## src/rtl/nfc_atomic_ca_latch.sv

```systemverilog
// Command/address latch responder: drives the NAND CE#/CLE/ALE/WE#/DQ byte sequence.
// Optional trailing CE#-low postamble enabled by defining NFC_CA_POSTAMBLE_EN.
module nfc_atomic_ca_latch #(
  parameter int unsigned NumberOfWays = 4,
  parameter int unsigned CommandBit   = 6,
  parameter int unsigned SetupCycles  = 2,
  parameter int unsigned WeLowCycles  = 2,
  parameter int unsigned WeHighCycles = 2,
  parameter int unsigned PostCycles   = 4
) (
  input  logic                    iSystemClock,
  input  logic                    iReset,
  input  logic [7:0]              iCommand,
  input  logic [NumberOfWays-1:0] iTargetWay,
  input  logic                    iCASelect,
  input  logic [39:0]             iCAData,
  input  logic [15:0]             iNumOfData,
  output logic                    oReady,
  output logic                    oLastStep,
  output logic [NumberOfWays-1:0] oPO_CE,
  output logic                    oPO_CLE,
  output logic                    oPO_ALE,
  output logic                    oPO_WE,
  output logic [7:0]              oPO_DQ,
  output logic                    oPO_DQ_OE
);

  localparam int unsigned MaxSL     = (SetupCycles > WeLowCycles) ? SetupCycles : WeLowCycles;
  localparam int unsigned MaxHP     = (WeHighCycles > PostCycles) ? WeHighCycles : PostCycles;
  localparam int unsigned MaxCycles = (MaxSL > MaxHP) ? MaxSL : MaxHP;
  localparam int unsigned PhaseW    = (MaxCycles > 1) ? $clog2(MaxCycles) : 1;

  typedef enum logic [2:0] {
    S_IDLE, S_SETUP, S_WE_LOW, S_WE_HIGH, S_POST, S_DONE
  } state_t;

  state_t                  r_state, w_state;
  logic [PhaseW-1:0]       r_phase, w_phase;
  logic [39:0]             r_shift, w_shift;
  logic [2:0]              r_bytes, w_bytes;
  logic [NumberOfWays-1:0] r_way, w_way;
  logic                    r_sel, w_sel;

  logic                    r_ready, w_ready;
  logic                    r_last, w_last;
  logic [NumberOfWays-1:0] r_ce, w_ce;
  logic                    r_cle, w_cle;
  logic                    r_ale, w_ale;
  logic                    r_we, w_we;
  logic [7:0]              r_dq, w_dq;
  logic                    r_oe, w_oe;

  logic                    w_start;
  logic [2:0]              w_count;
  logic                    w_unused_cmd;

  // Only one command bit is decoded; the rest belong to sibling channels.
  assign w_unused_cmd = ^iCommand;
  assign w_start      = iCommand[CommandBit] & r_ready;
  assign w_count      = (iNumOfData > 16'd5) ? 3'd5 : iNumOfData[2:0];

  always_ff @(posedge iSystemClock) begin
    if (iReset) begin
      r_state <= S_IDLE;
      r_phase <= '0;
      r_shift <= '0;
      r_bytes <= '0;
      r_way   <= '1;
      r_sel   <= 1'b0;
      r_ready <= 1'b1;
      r_last  <= 1'b0;
      r_ce    <= '1;
      r_cle   <= 1'b0;
      r_ale   <= 1'b0;
      r_we    <= 1'b1;
      r_dq    <= 8'h00;
      r_oe    <= 1'b0;
    end else begin
      r_state <= w_state;
      r_phase <= w_phase;
      r_shift <= w_shift;
      r_bytes <= w_bytes;
      r_way   <= w_way;
      r_sel   <= w_sel;
      r_ready <= w_ready;
      r_last  <= w_last;
      r_ce    <= w_ce;
      r_cle   <= w_cle;
      r_ale   <= w_ale;
      r_we    <= w_we;
      r_dq    <= w_dq;
      r_oe    <= w_oe;
    end
  end

  always_comb begin
    w_state = r_state;
    w_phase = r_phase;
    w_shift = r_shift;
    w_bytes = r_bytes;
    w_way   = r_way;
    w_sel   = r_sel;
    w_ready = 1'b0;
    w_last  = 1'b0;
    w_ce    = '1;
    w_cle   = 1'b0;
    w_ale   = 1'b0;
    w_we    = 1'b1;
    w_dq    = 8'h00;
    w_oe    = 1'b0;

    // Next state; DONE accepts a new start exactly like IDLE.
    case (r_state)
      S_IDLE, S_DONE: begin
        w_state = S_IDLE;
        if (w_start) begin
          w_way   = iTargetWay;
          w_sel   = iCASelect;
          w_shift = iCAData;
          w_bytes = w_count;
          if (w_count == 3'd0) begin
            w_state = S_DONE;
          end else begin
            w_state = S_SETUP;
            w_phase = PhaseW'(SetupCycles - 1);
          end
        end
      end
      S_SETUP: begin
        if (r_phase == '0) begin
          w_state = S_WE_LOW;
          w_phase = PhaseW'(WeLowCycles - 1);
        end else begin
          w_phase = r_phase - PhaseW'(1);
        end
      end
      S_WE_LOW: begin
        if (r_phase == '0) begin
          w_state = S_WE_HIGH;
          w_phase = PhaseW'(WeHighCycles - 1);
        end else begin
          w_phase = r_phase - PhaseW'(1);
        end
      end
      S_WE_HIGH: begin
        if (r_phase == '0) begin
          w_shift = {r_shift[31:0], 8'h00};
          w_bytes = r_bytes - 3'd1;
          if (r_bytes > 3'd1) begin
            w_state = S_SETUP;
            w_phase = PhaseW'(SetupCycles - 1);
          end else begin
`ifdef NFC_CA_POSTAMBLE_EN
            w_state = S_POST;
            w_phase = PhaseW'(PostCycles - 1);
`else
            w_state = S_DONE;
`endif
          end
        end else begin
          w_phase = r_phase - PhaseW'(1);
        end
      end
      S_POST: begin
        if (r_phase == '0) begin
          w_state = S_DONE;
        end else begin
          w_phase = r_phase - PhaseW'(1);
        end
      end
      default: w_state = S_IDLE;
    endcase

    // Pin values decoded from the state being entered, so every output is registered.
    case (w_state)
      S_IDLE: w_ready = 1'b1;
      S_SETUP, S_WE_LOW, S_WE_HIGH: begin
        w_ce  = w_way;
        w_cle = w_sel;
        w_ale = ~w_sel;
        w_dq  = w_shift[39:32];
        w_oe  = 1'b1;
        w_we  = (w_state != S_WE_LOW);
      end
      S_POST: w_ce = w_way;
      S_DONE: begin
        w_ce    = w_way;
        w_ready = 1'b1;
        w_last  = 1'b1;
      end
      default: w_ready = 1'b1;
    endcase
  end

  assign oReady    = r_ready;
  assign oLastStep = r_last;
  assign oPO_CE    = r_ce;
  assign oPO_CLE   = r_cle;
  assign oPO_ALE   = r_ale;
  assign oPO_WE    = r_we;
  assign oPO_DQ    = r_dq;
  assign oPO_DQ_OE = r_oe;

endmodule

```

## config.mk

```make
export PLATFORM = sky130hd
export DESIGN_NAME = nfc_atomic_ca_latch
export DESIGN_NICKNAME = d
export VERILOG_FILES = /design/src/rtl/nfc_atomic_ca_latch.sv
export SDC_FILE = /design/constraint.sdc
export NUM_CORES = 1
export LEC_CHECK = 0
export CELL_PAD_IN_SITES_DETAIL_PLACEMENT = 1
export CELL_PAD_IN_SITES_GLOBAL_PLACEMENT = 2
export CORE_ASPECT_RATIO = 1.5
export CORE_UTILIZATION = 25
export DETAILED_ROUTE_END_ITERATION = 10
export GPL_TIMING_DRIVEN = 0
export PLACE_DENSITY_LB_ADDON = 0.15
export SLEW_MARGIN = 20
export SYNTH_ARGS = -nofsm -noshare
export SYNTH_HDL_FRONTEND = slang
export SYNTH_SLANG_ARGS = --single-unit
export TNS_END_PERCENT = 5
```

## constraint.sdc

```tcl
create_clock -name iSystemClock -period 2.9 [get_ports iSystemClock]
set_input_delay 0.435 -clock iSystemClock [delete_from_list [all_inputs] [get_ports iSystemClock]]
set_output_delay 0.435 -clock iSystemClock [all_outputs]
set_load 0.05 [all_outputs]
```

==> results.ini, run 1 <==
[worst_hold_path]
hold_depth = 2
hp-class = flop to flop

[clock_network]
cts_setup_buffers = 0
path_clk_slew_ns = 0.06
hold_buffers = 0
clock_latency_ns = 0.33
cts_made_buffers = 9
cts_tree = built
cts_max_path_buffers = 2
cts.sink_count = 71
cts_root_buf = clkbuf_16
cts-htree-levels = 3
ctsResizeCount = 0

[route]
dr.pass1.iters = 5
routed_wl_mm = 9.09
routed-via-count = 2636
drc_errors = 0
ant_nets = 0
post_drt_wl_per_cell_um = 17.1
via_per_inst = 4.96
drt-initial-drc-count = 185

[global_routing]
overflow = 0
antenna_found_initial = 0
grt_max_degree = 13
grt_pass1_wl_mm = 14.4
grt.total_usage_pct = 17.1
grt_pass1_vias = 2863

[setup_path]
cp_max_fo = 10
criticalPathCategory = flop to flop
reg2reg_depth = 8
cp.arrival_ns = 2.73
endpoint_kind = flop
cp-start-kind = flop
worstPathRequired_ns = 3.17

[timing]
fmax_mhz = 405
tns_ns = 0
period_share_pct = 85.1
final-max-slew-violation-count = 0
worst_hold_slack_ns = 0.489
hold_viol_final = 0
rsz0062_at_grt = no
period_minus_slack_ns = 2.47
tightest_slew_ns = 0.698
slew-limit-headroom_pct = 53.1
setup_violations = 0
clock_skew_ns = 0.00778

[synthesis]
synth_edf_count = 0
synth_common_cells = 71 x dfxtp_1, 55 x nor2_1, 32 x a222oi_1, 15 x clkbuf_1, 11 x a21oi_1
ys.flop_type = dfxtp_1
synth_most_common_cell = dfxtp_1
synth_top_cell_by_area = dfxtp_1
netlist_top_cells_area = dfxtp_1 51%, a222oi_1 12%, nor2_1 7.4%
synth-seq-area-share_pct = 51.2
netlist_instances = 290
syn_area_per_cell_um2 = 9.58
syn_nets = 365
synthArstFlopShare_pct = 0
ys_ff_latch = 71
ys_types = 46
synth_top_cell_area_share_pct = 51.2
syn_area_um2 = 2780
yosysWarnings = 0

[placed_design]
post-place-cells = 515
place.detailed.hpwl_mm = 6.94
io_buffer_count = 81
place.gp.congestion = 0.814

[finish]
n_antenna_cell = 0
nets = 457
fillerInstances = 1256
final_cells = 531
area_growth_pct = 45.9
drive_gt1_share_pct = 7.75

[floorplanning]
core_um2 = 10700
initial_core_util_pct = 25.9
row_count = 46
die_area_um2 = 11500
die_w_um = 88.1
die_h_um = 131
ios = 89

[power_and_ir_drop]
p_leak_nw = 1.51
power_w = 0.00330
powerDensity_nw_per_um2 = 813
ir_worst_vdd_mv = 0.341

[outcome]
status = complete, no violations

[flow_run]
max-cap-violations = 0

per-stage QoR:
step / instance area, µm² / util, % / setup WS (ns)
6_report: 4050 / 37.9 / 0.433
3_5_place_dp: 3770 / 35.2 / 0.0870
5_1_grt: 4050 / 37.9 / 0.221
3_3_place_gp: 3770 / 35.2 / 0.136
4_1_cts: 4050 / 37.9 / 0.379
2_1_floorplan: 2780 / - / 0.843
kinds of logic after synthesis:
| group | count (synthesis) | share of synthesized area (%) |
|---|---|---|
| xor gates and xnor gates | 2 | 0.631 |
| buffers and inverters | 34 | 5.45 |
| adders and majority gates | 4 | 1.80 |
| AOI/OAI and AO/OA | 83 | 24.9 |
| DFF | 71 | 51.2 |
| and+or+nand+nor | 96 | 16.0 |
state kept, by name, summed over array words and instances, names as in the netlist, 2 cells and up:
register,count
r_phase,2
r_shift,40
r_state,3
oPO_CE,4
r_bytes,3
r_way,4
oPO_DQ,8
area by class of cell:
| class | instances | area, µm² | share of cell area [%] |
|---|---|---|---|
| buffer | 25 | 118 | 2.90 |
| clock buffer | 12 | 256 | 6.33 |
| clock inverter | 4 | 28.8 | 0.710 |
| inverter | 9 | 33.8 | 0.833 |
| multi-input combinational | 185 | 1200 | 29.7 |
| sequential | 71 | 1420 | 35.1 |
| tap | 144 | 180 | 4.44 |
| timing repair buffer | 81 | 811 | 20.0 |
layout by cell type (no fill, tap or decap), drive strengths merged, types with 4 or more instances in the layout:
cell type,netlist,routed
clkdlybuf4s50,0,81
nor3,5,5
nand2,9,9
ha,4,4
a22oi,8,8
nor2b,5,5
nand2b,6,6
o21ai,6,6
nor2,55,55
a222oi,32,32
a211o,5,5
inv,9,10
buf,10,10
dfxtp,71,71
clkbuf,15,27
a21oi,12,12
routing by layer:
metal	track usage (%)	vias to the layer above	routed length, µm
li1	-	1278	-
met1	17.3	1272	3500
met2	33.2	74	5070
met3	3.44	12	319
met4	7.40	0	203
met5	0	-	0
power breakdown:
part	total [W]	switching [W]	internal, W
combinational	0.00102	0.000606	0.000414
sequential	0.00123	0.0000862	0.00114
clock	0.00105	0.000423	0.000627
total	0.00330	0.00112	0.00218
path summary, 6_finish.rpt:
kind | start | to | slack [ns]
max | r_phase[0]$_SDFFE_PP0P_ | r_shift[5]$_SDFFE_PP0P_ | 0.43
min | r_phase[1]$_SDFFE_PP0P_ | r_phase[1]$_SDFFE_PP0P_ | 0.49
max reg2reg | r_phase[0]$_SDFFE_PP0P_ | r_shift[5]$_SDFFE_PP0P_ | 0.43
min reg2reg | r_phase[1]$_SDFFE_PP0P_ | r_phase[1]$_SDFFE_PP0P_ | 0.49
critical path, stage by stage (launching register included):
cell and delay, ns:
dfxtp_1 0.35, inv_1 0.06, ha_1 0.27, and2_1 0.22
o2bb2ai_1 0.14, a21oi_2 0.45, clkbuf_1 0.59, a22oi_1 0.19
nor2_1 0.12
(Power assumes the default switching activity.)
==> run 2: changes to the inputs <==
--- a/config.mk
+++ b/config.mk
@@ -12,6 +12,7 @@
 export DETAILED_ROUTE_END_ITERATION = 10
 export GPL_TIMING_DRIVEN = 0
 export PLACE_DENSITY_LB_ADDON = 0.15
+export SKIP_CTS_REPAIR_TIMING = 1
 export SLEW_MARGIN = 20
 export SYNTH_ARGS = -nofsm -noshare
 export SYNTH_HDL_FRONTEND = slang
==> results of run 2 <==
Final layout, timing and power as in run 1 (identical DEF).
==> run 3: changes to the inputs <==
--- a/config.mk
+++ b/config.mk
@@ -13,7 +13,7 @@
 export GPL_TIMING_DRIVEN = 0
 export PLACE_DENSITY_LB_ADDON = 0.15
 export SKIP_CTS_REPAIR_TIMING = 1
-export SLEW_MARGIN = 20
+export SLEW_MARGIN = 5
 export SYNTH_ARGS = -nofsm -noshare
 export SYNTH_HDL_FRONTEND = slang
 export SYNTH_SLANG_ARGS = --single-unit
==> constraint.sdc (replaced) <==
create_clock -name iSystemClock -period 2.8 [get_ports iSystemClock]
set_input_delay 0.42 -clock iSystemClock [delete_from_list [all_inputs] [get_ports iSystemClock]]
set_output_delay 0.42 -clock iSystemClock [all_outputs]
set_load 0.05 [all_outputs]
==> results of run 3 <==
The final DEF is identical to that of run 1. Status: complete, no violations.
Among the figures that moved: setup slack after placement 0.0870 ns -> 0.00200 ns; setup slack after layout 0.433 ns -> 0.333 ns; register-to-register setup slack 0.43 ns -> 0.33 ns; total power 0.00330 W -> 0.00341 W; worst IR drop on VDD 0.341 mV -> 0.353 mV
